## config.mk

```make
export PLATFORM = sky130hd
export DESIGN_NAME = legv8_fetch_unit
export DESIGN_NICKNAME = d
export VERILOG_FILES = /design/src/rtl/legv8_pkg.sv /design/src/rtl/legv8_fetch_unit_fifo.sv /design/src/rtl/legv8_fetch_unit.sv
export SDC_FILE = /design/constraint.sdc
export NUM_CORES = 1
export LEC_CHECK = 0
export ABC_CLOCK_PERIOD_IN_PS = 2700
export CORE_ASPECT_RATIO = 0.6
export CORE_UTILIZATION = 31
export DETAILED_ROUTE_END_ITERATION = 10
export REMOVE_ABC_BUFFERS = 1
export SLEW_MARGIN = 20
export SYNTH_ARGS = -nofsm -noshare
export SYNTH_HDL_FRONTEND = slang
export SYNTH_SLANG_ARGS = --single-unit
export TNS_END_PERCENT = 1
```

## constraint.sdc

```tcl
create_clock -name clk -period 2.7 [get_ports clk]
set_input_delay 0.27 -clock clk [delete_from_list [all_inputs] [get_ports clk]]
set_output_delay 0.27 -clock clk [all_outputs]
set_load 0.01 [all_outputs]
```

## src/rtl/legv8_pkg.sv

```systemverilog
// Shared LEGv8 definitions used by the fetch stage.
//   INSTR_W     : instruction word width
//   OP_B, OP_BL : primary opcodes (bits [31:26]) of the unconditional branches
//   fetch_state_e : fetch FSM states
//   is_uncond_branch() : true for B / BL instruction words
package legv8_pkg;

  localparam int unsigned INSTR_W = 32;

  localparam logic [5:0] OP_B  = 6'b000101;
  localparam logic [5:0] OP_BL = 6'b100101;

  typedef enum logic [1:0] {
    ST_REQ,
    ST_WAIT,
    ST_DROP
  } fetch_state_e;

  function automatic logic is_uncond_branch(input logic [INSTR_W-1:0] instr);
    return (instr[31:26] == OP_B) || (instr[31:26] == OP_BL);
  endfunction

endpackage

```

## src/rtl/legv8_fetch_unit_fifo.sv

```systemverilog
// fetch_fifo: 2-entry FIFO of {pc, instr} pairs feeding the decoder.
//   clk, rst_n           : clock, asynchronous active-low reset
//   push, push_pc/instr  : write an entry (ignored when full)
//   pop                  : drop the head entry (ignored when empty)
//   flush                : empty the FIFO; wins over push and pop
//   count                : occupancy 0..2
//   head_pc, head_instr  : contents of the head entry
module fetch_fifo
  import legv8_pkg::*;
#(
  parameter int unsigned PC_W = 64
) (
  input  logic               clk,
  input  logic               rst_n,
  input  logic               push,
  input  logic [PC_W-1:0]    push_pc,
  input  logic [INSTR_W-1:0] push_instr,
  input  logic               pop,
  input  logic               flush,
  output logic [1:0]         count,
  output logic [PC_W-1:0]    head_pc,
  output logic [INSTR_W-1:0] head_instr
);

  logic [PC_W-1:0]    pc_q    [2];
  logic [INSTR_W-1:0] instr_q [2];
  logic               wr_ptr;
  logic               rd_ptr;
  logic [1:0]         cnt;
  logic               do_push;
  logic               do_pop;

  assign do_push    = push && (cnt != 2'd2);
  assign do_pop     = pop && (cnt != 2'd0);
  assign count      = cnt;
  assign head_pc    = pc_q[rd_ptr];
  assign head_instr = instr_q[rd_ptr];

  always_ff @(posedge clk or negedge rst_n) begin
    if (!rst_n) begin
      for (int unsigned i = 0; i < 2; i++) begin
        pc_q[i]    <= '0;
        instr_q[i] <= '0;
      end
      wr_ptr <= 1'b0;
      rd_ptr <= 1'b0;
      cnt    <= '0;
    end else if (flush) begin
      wr_ptr <= 1'b0;
      rd_ptr <= 1'b0;
      cnt    <= '0;
    end else begin
      if (do_push) begin
        pc_q[wr_ptr]    <= push_pc;
        instr_q[wr_ptr] <= push_instr;
        wr_ptr          <= ~wr_ptr;
      end
      if (do_pop) begin
        rd_ptr <= ~rd_ptr;
      end
      case ({do_push, do_pop})
        2'b10:   cnt <= cnt + 2'd1;
        2'b01:   cnt <= cnt - 2'd1;
        default: cnt <= cnt;
      endcase
    end
  end

endmodule

```

## src/rtl/legv8_fetch_unit.sv

```systemverilog
// legv8_fetch_unit: LEGv8 instruction fetch stage.
// Owns the PC, keeps at most one instruction-memory read outstanding,
// buffers responses in a 2-entry FIFO and hands them to the decoder.
//   clk, rst_n                   : clock, asynchronous active-low reset
//   imem_req/addr/ready          : read request channel (word aligned)
//   imem_rvalid/rdata            : in-order read response channel
//   redirect_valid, redirect_pc  : flush and refetch from a new target
//   if_valid, if_instr, if_pc    : decoder-facing head of the FIFO
//   id_ready                     : decoder consumes the head
// Optional macro FETCH_STATIC_BRANCH_EN: follow B/BL targets at fetch time.
module legv8_fetch_unit
  import legv8_pkg::*;
#(
  parameter int unsigned     PC_W     = 64,
  parameter logic [PC_W-1:0] RESET_PC = '0
) (
  input  logic               clk,
  input  logic               rst_n,
  output logic               imem_req,
  output logic [PC_W-1:0]    imem_addr,
  input  logic               imem_ready,
  input  logic               imem_rvalid,
  input  logic [INSTR_W-1:0] imem_rdata,
  input  logic               redirect_valid,
  input  logic [PC_W-1:0]    redirect_pc,
  output logic               if_valid,
  output logic [INSTR_W-1:0] if_instr,
  output logic [PC_W-1:0]    if_pc,
  input  logic               id_ready
);

  localparam logic [PC_W-1:0] PC_STEP    = PC_W'(4);
  localparam logic [PC_W-1:0] ALIGN_MASK = ~PC_W'(3);

  fetch_state_e    state_q, state_d;
  logic [PC_W-1:0] fetch_pc_q, fetch_pc_d;
  logic [PC_W-1:0] req_pc_q, req_pc_d;
  logic            started_q;
  logic [1:0]      count;
  logic            handshake;
  logic            push;
  logic            pop;
  logic            flush;
  logic [PC_W-1:0] next_pc;

  // started_q holds requests off until the first edge after reset release,
  // so imem_req reads 0 throughout reset without using rst_n as data.
  assign imem_req  = started_q && (state_q == ST_REQ) && (count < 2'd2);
  assign imem_addr = fetch_pc_q & ALIGN_MASK;
  assign handshake = imem_req && imem_ready;
  assign if_valid  = (count != 2'd0);
  assign pop       = if_valid && id_ready;

`ifdef FETCH_STATIC_BRANCH_EN
  logic [PC_W-1:0] branch_off;
  assign branch_off = {{(PC_W-28){imem_rdata[25]}}, imem_rdata[25:0], 2'b00};
  assign next_pc = is_uncond_branch(imem_rdata) ? (req_pc_q + branch_off)
                                                : (req_pc_q + PC_STEP);
`else
  assign next_pc = req_pc_q + PC_STEP;
`endif

  always_comb begin
    state_d    = state_q;
    fetch_pc_d = fetch_pc_q;
    req_pc_d   = req_pc_q;
    push       = 1'b0;
    flush      = 1'b0;

    unique case (state_q)
      ST_REQ: begin
        if (handshake) begin
          req_pc_d = fetch_pc_q;
          state_d  = ST_WAIT;
        end
      end
      ST_WAIT: begin
        if (imem_rvalid) begin
          push       = 1'b1;
          fetch_pc_d = next_pc;
          state_d    = ST_REQ;
        end
      end
      ST_DROP: begin
        if (imem_rvalid) begin
          state_d = ST_REQ;
        end
      end
      default: state_d = ST_REQ;
    endcase

    // Redirect overrides the normal path. A response landing in the same
    // cycle (WAIT or DROP) retires the outstanding read, so the base
    // transition to REQ is kept; only a still-pending read forces DROP.
    if (redirect_valid) begin
      flush      = 1'b1;
      push       = 1'b0;
      fetch_pc_d = redirect_pc & ALIGN_MASK;
      if ((state_q == ST_REQ) && handshake) begin
        state_d = ST_DROP;
      end else if ((state_q == ST_WAIT) && !imem_rvalid) begin
        state_d = ST_DROP;
      end
    end
  end

  always_ff @(posedge clk or negedge rst_n) begin
    if (!rst_n) begin
      state_q    <= ST_REQ;
      fetch_pc_q <= RESET_PC;
      req_pc_q   <= '0;
      started_q  <= 1'b0;
    end else begin
      state_q    <= state_d;
      fetch_pc_q <= fetch_pc_d;
      req_pc_q   <= req_pc_d;
      started_q  <= 1'b1;
    end
  end

  fetch_fifo #(
    .PC_W(PC_W)
  ) u_fifo (
    .clk        (clk),
    .rst_n      (rst_n),
    .push       (push),
    .push_pc    (req_pc_q),
    .push_instr (imem_rdata),
    .pop        (pop),
    .flush      (flush),
    .count      (count),
    .head_pc    (if_pc),
    .head_instr (if_instr)
  );

endmodule

```

==> impl_metrics.toml <==
[setup_path]
arrival_ps = 2970
cp_max_fo = 29
crit_type = "register to register"
rrSetupSlack_ps = 120
critPathRequiredTime_ps = 3090
startpoint = "req_pc_q[13]"
critPathLaunchType = "register"
worstReg2RegStart = "req_pc_q[13]"
rr_worst_depth = 7
end_kind = "register"

[timing]
layout_min_cycle_time_ps = 2580
finalCritPeriodShare_pct = 95.7
grt_setup_unrepaired = "false"
fin_worst_skew_ps = 16.5
whs_ps = 304
max_slew_margin_pct = 53.3
max_freq_mhz = 387
setup_viol = 0
hold_viol_final = 0
finalMaxSlewViolations = 0
finalSetupTns_ps = 0
tightestPinTransition_ps = 700

[placement]
dpl.hpwl_um = 31500
gp_congestion = 0.786
port_buffers = 259
dp.cells = 2171
dpl-instance-area_um2 = 19100

[synthesis]
ys_warn_count = 0
async_flop_share_pct = 100
synth.distinct_cells = 46
syn_inst = 1334
ys_seq_elements = 327
ys_seq_area_share_pct = 51.6
mappedNetlistArea_um2 = 15900
synth_ff_type = "dfrtp_1"
avgSynthCellArea_um2 = 11.9
synth_edf_count = 0

[detailed_routing]
wl_per_cell_um = 20.4
num_vias = 11023
dr.pass1.iters = 5
antenna_left = 0
drc = 0
totalWireLength_um = 45500
drtIter0Drc = 626
avgViaCountPerCell = 4.94

[clock_network]
clockBufferDepth = 3
clock_latency_ps = 520
clkSinkCount = 327
path_clk_slew_ps = 60
cts_tree = "built"
numCtsBuffers = 35
h-tree-depth = 2
cts_root_buffer = "clkbuf_16"

[worst_hold_path]
hold_path_startpoint = "redirect_pc[14]"
worstHoldPathCells = 3
hold_path.class = "primary input to register"

[finish]
n_antenna_cell = 0
synthToLayoutAreaGrowth_pct = 27.5
stdcell_count = 2232
fin_area_um2 = 20200
fin_nets = 1634
drive_above_1_share_pct = 30.3

[power_and_ir_drop]
ir_worst_vdd_mv = 0.425
p_leak_nw = 8.68
cellPowerDensity_nw_per_um2 = 965
fin_total_pwr_mw = 19.5

[die]
placementRows = 63
dieWidth_um = 294
io_pins = 264
fp.dieH_um = 177
start_util_pct = 31.7
dieArea_um2 = 52100
design.core.area_um2 = 50000

[run_status]
outcome = "complete, no violations"

[global_route]
grt.overflow.total = 0
grt_max_degree = 76
grt.total_usage_pct = 17.4
grt_pass1_vias = 11632
antenna_found_initial = 0
grt_pass1_wl_um = 70000

[job]
drv_cap = 0
-- per-stage QoR --
step,utilization [%],worst slack (ps)
6_report,40.5,117
4_1_cts,40.5,28.3
3_5_place_dp,38.2,68.8
5_1_grt,40.5,10.3
3_3_place_gp,38.2,139
2_1_floorplan,-,-6450
-- synthesized netlist by cell type (all sizes together) (4+ instances only) --
cell type	instances	share of area, %
nand2	141	3.3
and3	11	0.43
o21ai	25	0.79
xnor2	35	1.9
buf	88	3.7
inv	7	0.17
nor3	20	0.63
and4	12	0.66
or3	5	0.20
o211ai	7	0.33
mux2i	8	0.50
a21oi	26	0.82
mux2	349	25
nor3b	6	0.28
dfrtp	327	52
nand4	25	1.0
nand3	29	0.92
nor4	19	0.83
o31ai	5	0.24
ha	4	0.32
or4	4	0.24
o221ai	33	1.8
nor2	32	0.76
clkbuf	77	1.8
xor2	13	0.72
-- metal layers --
metal,wire (um),track usage [%]
met1,21800,24.8
met2,20800,27.3
met3,2220,3.68
met4,724,3.36
met5,0,0
-- final cells by class --
| cell class | count | area [um^2] |
|---|---|---|
| Clock buffer | 54 | 1030 |
| Clock inverter | 5 | 55.1 |
| Fill cell | 4797 | 29700 |
| Inverter | 7 | 26.3 |
| Multi-Input combinational cell | 836 | 6820 |
| Sequential cell | 327 | 8190 |
| Tap cell | 682 | 853 |
| Timing Repair Buffer | 321 | 3250 |
-- worst paths after layout --
| kind | end |
|---|---|
| worst min register to register | u_fifo.pc_q[14] |
| worst max-delay path | fetch_pc_q[62] |
| max in group asynchronous | u_fifo.pc_q[112] |
| worst min-delay path | fetch_pc_q[14] |
| min in group asynchronous | fetch_pc_q[1] |
| worst max register to register | fetch_pc_q[62] |
-- cell usage in the layout (no fill, tap or decap), types with 12 or more instances in the layout --
master / netlist / layout
a21oi_1: 26 / 26
and4_1: 12 / 12
buf_12: 0 / 15
buf_4: 65 / 47
clkbuf_1: 76 / 13
clkbuf_16: 0 / 37
clkdlybuf4s50_1: 0 / 257
dfrtp_1: 327 / 326
mux2_2: 349 / 349
nand2_1: 141 / 138
nand3_1: 29 / 29
nand4_1: 24 / 24
nor2_1: 32 / 32
nor3_1: 20 / 19
nor4_1: 17 / 16
o21ai_0: 25 / 25
o221ai_1: 33 / 33
xnor2_1: 35 / 35
xor2_1: 13 / 13
-- registers in the layout, summed over array words and instances, names as in the netlist --
register	cells
req_pc_q	64
fetch_pc_q	64
started_q	1
u_fifo.rd_ptr	1
u_fifo.wr_ptr	1
u_fifo.instr_q	64
u_fifo.count	2
state_q	2
u_fifo.pc_q	128
-- logic make-up (layout without fill, tap and decap cells) --
kind of cell               after synthesis  after routing  synth area share [%]
buffers and inverters                  172            387                  5.68
muxes                                  357            357                  25.3
AOI/OAI and AO/OA                      112            112                  4.79
DFF                                    327            327                  51.6
xor gates and xnor gates                48             48                  2.65
and+or+nand+nor                        312            312                  9.65
adders and majority gates                4              4                 0.316
other                                    2              3                0.0473
-- worst max-delay path, stage by stage (launching register included) --
cell and delay (ps):
dfrtp_1 430, nand4_2 180, or4_4 590, buf_4 270, nor4_4 350, buf_4 200
mux2i_1 80, or3_1 360
-- power by group --
group          internal [mW]  switching, mW
combinational           4.00           2.67
sequential              6.58           1.53
clock                   2.72           2.01
-- repair_timing --
action                                 CTS  global route
gates resized for setup                  0             1
endpoints found under the hold margin   65             0
setup endpoints to repair               27             2
setup buffers                            1             0
hold buffers                             1             0
Power figures use the tool's default switching activity.
